`config.mk`:
```
export PLATFORM = sky130hd
export DESIGN_NAME = srisc_mem_arbiter
export DESIGN_NICKNAME = d
export VERILOG_FILES = /design/src/rtl/srisc_mem_arbiter.sv
export SDC_FILE = /design/constraint.sdc
export NUM_CORES = 1
export LEC_CHECK = 0
export ABC_AREA = 1
export BUFFER_PORTS_ARGS = -buffer_cell sky130_fd_sc_hd__buf_4
export CAP_MARGIN = 20
export CELL_PAD_IN_SITES_DETAIL_PLACEMENT = 0
export CELL_PAD_IN_SITES_GLOBAL_PLACEMENT = 1
export CORE_MARGIN = 2
export CORE_UTILIZATION = 34
export CTS_CLUSTER_DIAMETER = 30
export DETAILED_ROUTE_END_ITERATION = 8
export PLACE_DENSITY = 0.91
export SLEW_MARGIN = 30
export SYNTH_ARGS = -nofsm -noshare
export SYNTH_HDL_FRONTEND = slang
export SYNTH_SLANG_ARGS = --single-unit
export TNS_END_PERCENT = 30
```
`constraint.sdc`:
```
create_clock -name clk -period 4.9 [get_ports clk]
set_input_delay 0.49 -clock clk [delete_from_list [all_inputs] [get_ports clk]]
set_output_delay 0.49 -clock clk [all_outputs]
set_load 0.05 [all_outputs]
```
`src/rtl/srisc_mem_arbiter.sv`:
```
// Shares one single-ported memory between the fetch and load/store ports. Data has priority, with a streak guard for fetch.
// Define SRISC_MEM_ARB_TIMEOUT_EN to bound the mem_ack wait. Otherwise err is tied to 0.
module srisc_mem_arbiter #(
  parameter int AW             = 32,
  parameter int DW             = 32,
  parameter int MAX_D_STREAK   = 4,
  parameter int TIMEOUT_CYCLES = 16
) (
  input  logic          clk,
  input  logic          rst,
  input  logic          if_req,
  input  logic [AW-1:0] if_addr,
  output logic [DW-1:0] if_rdata,
  output logic          if_ack,
  input  logic          d_req,
  input  logic          d_we,
  input  logic [AW-1:0] d_addr,
  input  logic [DW-1:0] d_wdata,
  output logic [DW-1:0] d_rdata,
  output logic          d_ack,
  output logic          mem_req,
  output logic          mem_we,
  output logic [AW-1:0] mem_addr,
  output logic [DW-1:0] mem_wdata,
  input  logic [DW-1:0] mem_rdata,
  input  logic          mem_ack,
  output logic          busy,
  output logic          err
);

  typedef enum logic [1:0] {IDLE, MEM, RESP} state_t;

  state_t     state;
  logic       grant_d;
  logic [3:0] d_streak;
  logic       streak_full;
  logic       pick_d;
  logic       timeout;

  assign streak_full = (d_streak == 4'(MAX_D_STREAK));
  assign pick_d      = d_req && !(if_req && streak_full);

`ifdef SRISC_MEM_ARB_TIMEOUT_EN
  localparam int WW = $clog2(TIMEOUT_CYCLES + 1);
  logic [WW-1:0] wait_cnt;

  assign timeout = (wait_cnt == WW'(TIMEOUT_CYCLES - 1)) && !mem_ack;

  // Counter is held at zero outside MEM, so it is already clear on entry.
  always_ff @(posedge clk or posedge rst) begin
    if (rst)                wait_cnt <= '0;
    else if (state != MEM)  wait_cnt <= '0;
    else if (!mem_ack)      wait_cnt <= wait_cnt + 1'b1;
  end
`else
  // MEM never times out in this build.
  assign timeout = (TIMEOUT_CYCLES < 0);
`endif

  always_ff @(posedge clk or posedge rst) begin
    if (rst) begin
      state     <= IDLE;
      grant_d   <= 1'b0;
      d_streak  <= '0;
      if_rdata  <= '0;
      if_ack    <= 1'b0;
      d_rdata   <= '0;
      d_ack     <= 1'b0;
      mem_req   <= 1'b0;
      mem_we    <= 1'b0;
      mem_addr  <= '0;
      mem_wdata <= '0;
      busy      <= 1'b0;
      err       <= 1'b0;
    end else begin
      if_ack <= 1'b0;
      d_ack  <= 1'b0;
      err    <= 1'b0;
      case (state)
        IDLE: begin
          if (if_req || d_req) begin
            grant_d <= pick_d;
            mem_req <= 1'b1;
            busy    <= 1'b1;
            state   <= MEM;
            if (pick_d) begin
              mem_we    <= d_we;
              mem_addr  <= d_addr;
              mem_wdata <= d_wdata;
              if (!if_req)           d_streak <= '0;
              else if (!streak_full) d_streak <= d_streak + 1'b1;
            end else begin
              mem_we    <= 1'b0;
              mem_addr  <= if_addr;
              mem_wdata <= '0;
              d_streak  <= '0;
            end
          end
        end
        MEM: begin
          if (mem_ack || timeout) begin
            mem_req <= 1'b0;
            mem_we  <= 1'b0;
            err     <= timeout;
            state   <= RESP;
            // Stores and timed-out accesses return zero.
            if (grant_d) begin
              d_ack   <= 1'b1;
              d_rdata <= (mem_ack && !mem_we) ? mem_rdata : '0;
            end else begin
              if_ack   <= 1'b1;
              if_rdata <= mem_ack ? mem_rdata : '0;
            end
          end
        end
        RESP: begin
          busy  <= 1'b0;
          state <= IDLE;
        end
        default: begin
          mem_req <= 1'b0;
          busy    <= 1'b0;
          state   <= IDLE;
        end
      endcase
    end
  end

endmodule

```
==> results_dict.tcl, run 1 <==
set metrics [dict create \
    grt_pass1_vias 5642 \
    p_leak_nw 5.114 \
    die_area_um2 19260 \
    dieHeight_um 138.8 \
    ir_drop_uv 486.9 \
    gp_congestion 0.7991 \
    vias 5705 \
    cts_resized 0 \
    ys_ff_latch 140 \
    cts_sinks 140 \
    slew-limit-headroom_pct 46.40 \
    dp_slack_ps 2247 \
    num_antenna_cells 0 \
    rsz0062_at_grt "false" \
    ios 268 \
    clkTransAtPathRegs_ps 60 \
    num-fill-cells 1763 \
    final_antenna_net_count 0 \
    drv_slew 0 \
    numCtsBuffers 17 \
    drc 0 \
    cts_hold_buf 0 \
    syn_area_per_cell_um2 8.235 \
    end_kind "register" \
    path_max_fanout 34 \
    grt_pass1_wl_mm 29.94 \
    hold_viol_final 0 \
    p_sw_share_pct 50.36 \
    comb_power_share_pct 53.8 \
    netlist_instances 750 \
    routed_wl_mm 18.09 \
    portBuffers 266 \
    finalSetupViolCount 0 \
    finalCriticalPeriod_ps 2636 \
    cts_tree "done" \
    layout_setup_ws_ps 2264 \
    powerDensity_nw_per_um2 835.5 \
    required_ps 5250 \
    fin_crit_sh_pct 53.79 \
    status "completed" \
    worst_slew_pin_slew_ps 802.0 \
    synth_seq_area_share_pct 56.73 \
    coreArea_um2 17900 \
    wl_per_cell_um 14.61 \
    grt_util_all_layers_pct 19.14 \
    pwr-share-clk_pct 18.4 \
    htree_levels 4 \
    first_iter_violations 298 \
    holdCritPathClass "in2async" \
    die_w_um 138.8 \
    cts-root-buf "clkbuf_16" \
    start_util_pct 34.50 \
    start_kind "register" \
    syn2layout_area_growth_pct 43.09 \
    vias_per_cell 4.608 \
    p_sw_mw 3.719 \
    maxCapViolCount 0 \
    tns_ps 0 \
    clockBufferDepth 2 \
    postSynthNetCount 886 \
    layout.nets 1132 \
    fmax_mhz 379.4 \
    yosysWarningCount 0 \
    overflow 0 \
    grt_max_degree 112 \
    dp_hpwl_mm 12.45 \
    synth.distinct_cells 22 \
    syn-cell-area_um2 6176 \
    skew_ps 10.47 \
    clk_latency_ps 410 \
    antenna_found_initial 0 \
    power_frac_seq_pct 27.7 \
    dr.pass1.iters 5 \
    p_int_mw 3.665 \
    rows 49 \
    postCtsSetupBuffers 0 \
    layout-drive-gt1-share_pct 31.32 \
    arrival_ps 2980 \
    criticalPathCategory "reg2reg" \
]
[layout by cell type (no fill, tap or decap)]
cell	netlist	routed
clkinv_4	0	3
inv_2	4	4
nand4_1	2	2
nand2_2	2	2
inv_4	1	1
nand3_1	99	99
ha_1	2	2
nand2_1	333	333
inv_1	73	72
o21ai_0	39	39
buf_4	10	270
nand2_4	2	2
bufinv_16	0	4
clkbuf_8	0	2
o21ai_4	1	1
xnor2_1	1	1
nor2_4	2	2
clkinv_2	0	4
inv_8	0	1
clkbuf_16	0	17
clkbuf_1	8	2
nor2_2	2	3
nor2_1	3	2
conb_1	1	1
dfrtp_1	140	140
[flip-flops by register name (all words and copies together) (netlist names)]
register / flops
busy: 1
mem_req: 1
grant_d: 1
mem_addr: 32
if_ack: 1
state: 2
mem_we: 1
if_rdata: 32
d_ack: 1
mem_wdata: 32
d_rdata: 32
d_streak: 4
[final cells by class]
cell class	instances	area [µm²]	area share (%)
clock buffers	21	460.4	5.210
clock inverters	11	166.4	1.883
inverters	78	302.8	3.426
multi-input cells	489	2091	23.66
flip-flops and latches	140	3503	39.64
well taps	229	286.5	3.242
repair buffers	270	2027	22.94
[through the flow]
step                      power, mW  hold WS [ps]  utilization, %  std cells  cell area [µm²]
after floorplan               4.808         453.0               -        750             6176
final                         7.384         229.9           49.36       1238             8837
after global routing          7.770         265.1           49.36       1238             8837
after global placement        6.019         464.3           45.85       1206             8208
after detailed placement      6.066         466.1           45.86       1206             8210
after CTS                     7.460         250.2           49.36       1238             8837
[worst max-delay path: stages, from the launching register on]
cell	delay, ps
dfrtp_1	420
inv_1	60
ha_1	200
nand2_1	80
inv_2	30
nand2_2	460
nand2_4	400
nor2_4	680
nand2_1	140
nand2_1	90
[kinds of logic (layout without fill, tap and decap cells)]
family | Yosys count | count (layout) | synth area share [%]
simple gates | 445 | 445 | 29.78
buf+inv | 121 | 380 | 9.461
xor+xnor | 1 | 1 | 0.1418
other cells | 1 | 1 | 0.06072
fa+ha+maj | 2 | 2 | 0.4051
flops | 140 | 140 | 56.73
compound gates | 40 | 40 | 3.424
[worst paths after layout]
check                      cells past startpoint         start  slack [ps]       endpoint
max                                            9   d_streak[0]        2260  mem_wdata[11]
min reg2reg                                    2  mem_addr[15]         470   mem_addr[15]
min in group clk                               3    d_wdata[4]         270   mem_wdata[4]
max reg2reg                                    9   d_streak[0]        2260  mem_wdata[11]
max in group asynchronous                      3           rst        3720  mem_wdata[25]
min                                            2           rst         230    if_rdata[5]
[power by group through the flow]
stage	registers, mW	logic, mW	clock network [mW]
after floorplan	3.91	0.902	0
after global placement	2.05	3.97	0
after detailed placement	2.05	4.02	0
after CTS	2.05	4.02	1.39
after global routing	2.12	4.21	1.44
final	2.05	3.98	1.36
[cells in the mapped netlist]
cell type	instances	share of area, %
nor2_2	2	0.20
dfrtp_1	140	57
buf_6	10	1.8
buf_1	3	0.18
o21ai_0	39	3.2
clkbuf_1	8	0.49
inv_1	73	4.4
xnor2_1	1	0.14
nand4_1	2	0.20
inv_2	4	0.24
nand3_1	99	8.0
o21ai_4	1	0.26
nand2_2	2	0.20
ha_1	2	0.41
buf_2	12	0.97
nor2_4	2	0.36
inv_4	1	0.10
nor2_1	3	0.18
nand2_4	2	0.36
nand2_1	333	20
conb_1	1	0.061
buf_4	10	1.2
[per-layer routing]
layer	GRT usage [%]	wire, µm
met1	25.25	7753
met2	31.27	8965
met3	4.696	1044
met4	6.061	327
met5	0	0
Note: power is estimated with default switching activity, not from simulation.
==> inputs of run 2 (changes only) <==
ABC_AREA = 0   (was 1)
CORE_UTILIZATION = 31   (was 34)
PLACE_DENSITY = 0.86   (was 0.91)
clock period = 2.3 ns   (was 4.9 ns; I/O delays follow)
==> results_dict.tcl, run 2 <==
set metrics [dict create \
    worst-r2r-cell-count 8 \
    synth_xor_xnor_area_share_pct 0 \
    holdWs_ps 30.02 \
    p_leak_nw 4.416 \
    clk_latency_ps 420 \
    die_w_um 140.7 \
    required_ps 2650 \
    syn2layout_area_growth_pct 50.25 \
    rows 49 \
    synthMuxAreaShare_pct 8.098 \
    async_reset_ff_share_pct 100.0 \
    num_antenna_cells 0 \
    setup.worst_path.end "mem_wdata[4]" \
    synth_compound_area_share_pct 9.501 \
    tns_ps 0 \
    p_int_mw 8.031 \
    first_iter_violations 197 \
    postSynthNetCount 712 \
    ys_ff_latch 140 \
    num-fill-cells 1738 \
    crit_cells 8 \
    vias 5009 \
    clkTransAtPathRegs_ps 70 \
    r2r-end "mem_wdata[4]" \
    final_antenna_net_count 0 \
    die_area_um2 19800 \
    fmax_mhz 551.8 \
    grt_util_all_layers_pct 16.83 \
    p_sw_share_pct 49.33 \
    pwr-share-clk_pct 17.4 \
    top_usage_layer "met2" \
    dieHeight_um 140.7 \
    worst_slew_pin_slew_ps 724.3 \
    synth.distinct_cells 28 \
    wl_per_cell_um 15.38 \
    rsz0062_at_grt "false" \
    dp_hpwl_mm 11.72 \
    cpMostUsedCell "buf_12" \
    final_cell_mix "272 x buf_4, 167 x nand2_1, 140 x dfrtp_1" \
    vias_per_cell 4.651 \
    start_util_pct 31.93 \
    power_frac_seq_pct 27.5 \
    layout-drive-gt1-share_pct 41.27 \
    postCtsSetupBuffers 0 \
    grt_max_degree 72 \
    finalSetupViolCount 0 \
    grt_use_met3_pct 6.624 \
    routed_wl_mm 16.57 \
    powerDensity_nw_per_um2 1821 \
    dr.pass1.iters 4 \
    antenna_found_initial 0 \
    grt_pass1_vias 4973 \
    gp_congestion 0.7436 \
    overflow 0 \
    cts_hold_buf 1 \
    comb_power_share_pct 55.1 \
    synth_edf_count 0 \
    netlist_instances 576 \
    cts_sinks 140 \
    timing.rr.start "d_streak[0]" \
    ios 268 \
    synth_seq_area_share_pct 60.46 \
    crit_chain "inv_1 -> ha_1 -> nand4b_1 -> and2_2 -> buf_12 -> buf_12 -> nand3_1 -> nand2_1" \
    synthTopCellsByCount "168 x nand2_1, 140 x dfrtp_1, 64 x a21oi_1" \
    crit_buf_inv 3 \
    fin_crit_sh_pct 78.79 \
    met2_usage_pct 26.85 \
    hold_viol_final 0 \
    htree_levels 4 \
    maxCapViolCount 0 \
    crit_slowest_cell "and2_2" \
    coreArea_um2 18150 \
    ys.flop_type "dfrtp_1" \
    synth.area.top_cells "dfrtp_1 60%, nand2_1 11%, mux2_4 7.5%, a21oi_1 5.5%, o21ai_0 3.3%" \
    portBuffers 266 \
    cts_resized 0 \
    slew-limit-headroom_pct 51.61 \
    path_max_fanout 29 \
    yosysMostFrequentCell "nand2_1" \
    layout.nets 971 \
    cp_top_family "simple AND/OR/NAND/NOR gates" \
    finalCriticalPeriod_ps 1812 \
    holdCritPathClass "in2reg" \
    layout_commonest_cell "buf_4" \
    cts_tree "done" \
    end_kind "register" \
    grt_pass1_wl_mm 26.42 \
    start_kind "register" \
    max_stage_delay_ps 410 \
    syn-cell-area_um2 5794 \
    p_sw_mw 7.819 \
    numCtsBuffers 17 \
    yosysTopAreaCell "dfrtp_1" \
    cp-startpoint "d_streak[0]" \
    syn_area_per_cell_um2 10.06 \
    ir_drop_uv 884.1 \
    synthSimpleGateAreaFrac_pct 17.58 \
    arrival_ps 2160 \
    synth_top_family_by_area "simple AND/OR/NAND/NOR gates" \
    use_met1_pct 21.33 \
    clockBufferDepth 2 \
    synth_top_area_share_pct 60.46 \
    skew_ps 12.69 \
    cts-root-buf "clkbuf_16" \
    drc 0 \
    drv_slew 0 \
    criticalPathCategory "reg2reg" \
    yosysWarningCount 0 \
    reg2reg_setup_slack_ps 490 \
    synth_fa_ha_area_share_pct 0.4319 \
    status "completed" \
]
==> run 2: changes by cell type in the layout (fill, tap and decap cells not counted), sizes merged, moves of 3 or more <==
cell,delta
clkinv,-3
nor2,+27
mux2,+32
clkinvlp,+5
inv,-72
nand2,-169
nand3,-63
a21oi,+64
buf,+10
==> run 2: worst register-to-register path, stage by stage (launching register included) <==
cell      delay, ps
dfrtp_1         360
inv_1            70
ha_1            210
nand4b_1        100
and2_2          410
buf_12          240
buf_12          180
nand3_1          90
nand2_1          80
==> run 2: layout make-up <==
type                    count  area, µm²  share of cell area, %
well taps                 229      286.5                  3.291
repair buffers            281       2212                  25.41
multi-input cells         390       2086                  23.96
inverters                   5      22.52                 0.2587
clock inverters            12      138.9                  1.595
clock buffers              20      456.7                  5.246
flip-flops and latches    140       3503                  40.24
==> run 2: per-layer routing <==
layer,part of all wire [%],vias up
met2,46,213
met5,0,-
met1,43,2365
met3,9.0,13
met4,1.2,0
li1,-,2418
==> run 2: how the worst min path moves through the flow <==
| stage | depth (start not counted) | start | end |
|---|---|---|---|
| CTS | 3 | d_wdata[0] | mem_wdata[0] |
| floorplan | 1 | mem_ack | state[0] |
| global placement | 2 | rst | if_rdata[22] |
| global route | 3 | d_wdata[0] | mem_wdata[0] |
| detailed placement | 2 | rst | if_rdata[23] |
| finish | 3 | d_wdata[0] | mem_wdata[0] |
==> run 2: power by group through the flow <==
stage / Combinational, mW / Clock, mW / Sequential (mW)
after floorplan: 1.99 / 0 / 8.36
after global placement: 8.73 / 0 / 4.37
after detailed placement: 8.82 / 0 / 4.39
after CTS: 8.82 / 2.83 / 4.38
after global routing: 9.20 / 2.94 / 4.52
final: 8.73 / 2.76 / 4.36
==> run 2: cell families (layout without fill, tap and decap cells) <==
logic type	after synthesis	in the layout
other	1	1
flip-flops	140	140
buffers and inverters	46	318
AND/OR/NAND/NOR	248	248
adder cells (fa/ha/maj)	2	2
multiplexers	32	32
AO/OA/AOI/OAI	107	107
==> run 2: stage by stage <==
step / setup WS (ps) / total power [mW] / instances / util, % / cell area [µm²]
after floorplan: 320.9 / 10.35 / 576 / - / 5798
after global placement: 551.7 / 13.10 / 1044 / 44.64 / 8100
after detailed placement: 507.3 / 13.20 / 1044 / 44.64 / 8100
after CTS: 488.8 / 16.03 / 1077 / 47.97 / 8706
after global routing: 371.6 / 16.66 / 1077 / 47.97 / 8706
final: 487.8 / 15.85 / 1077 / 47.97 / 8706
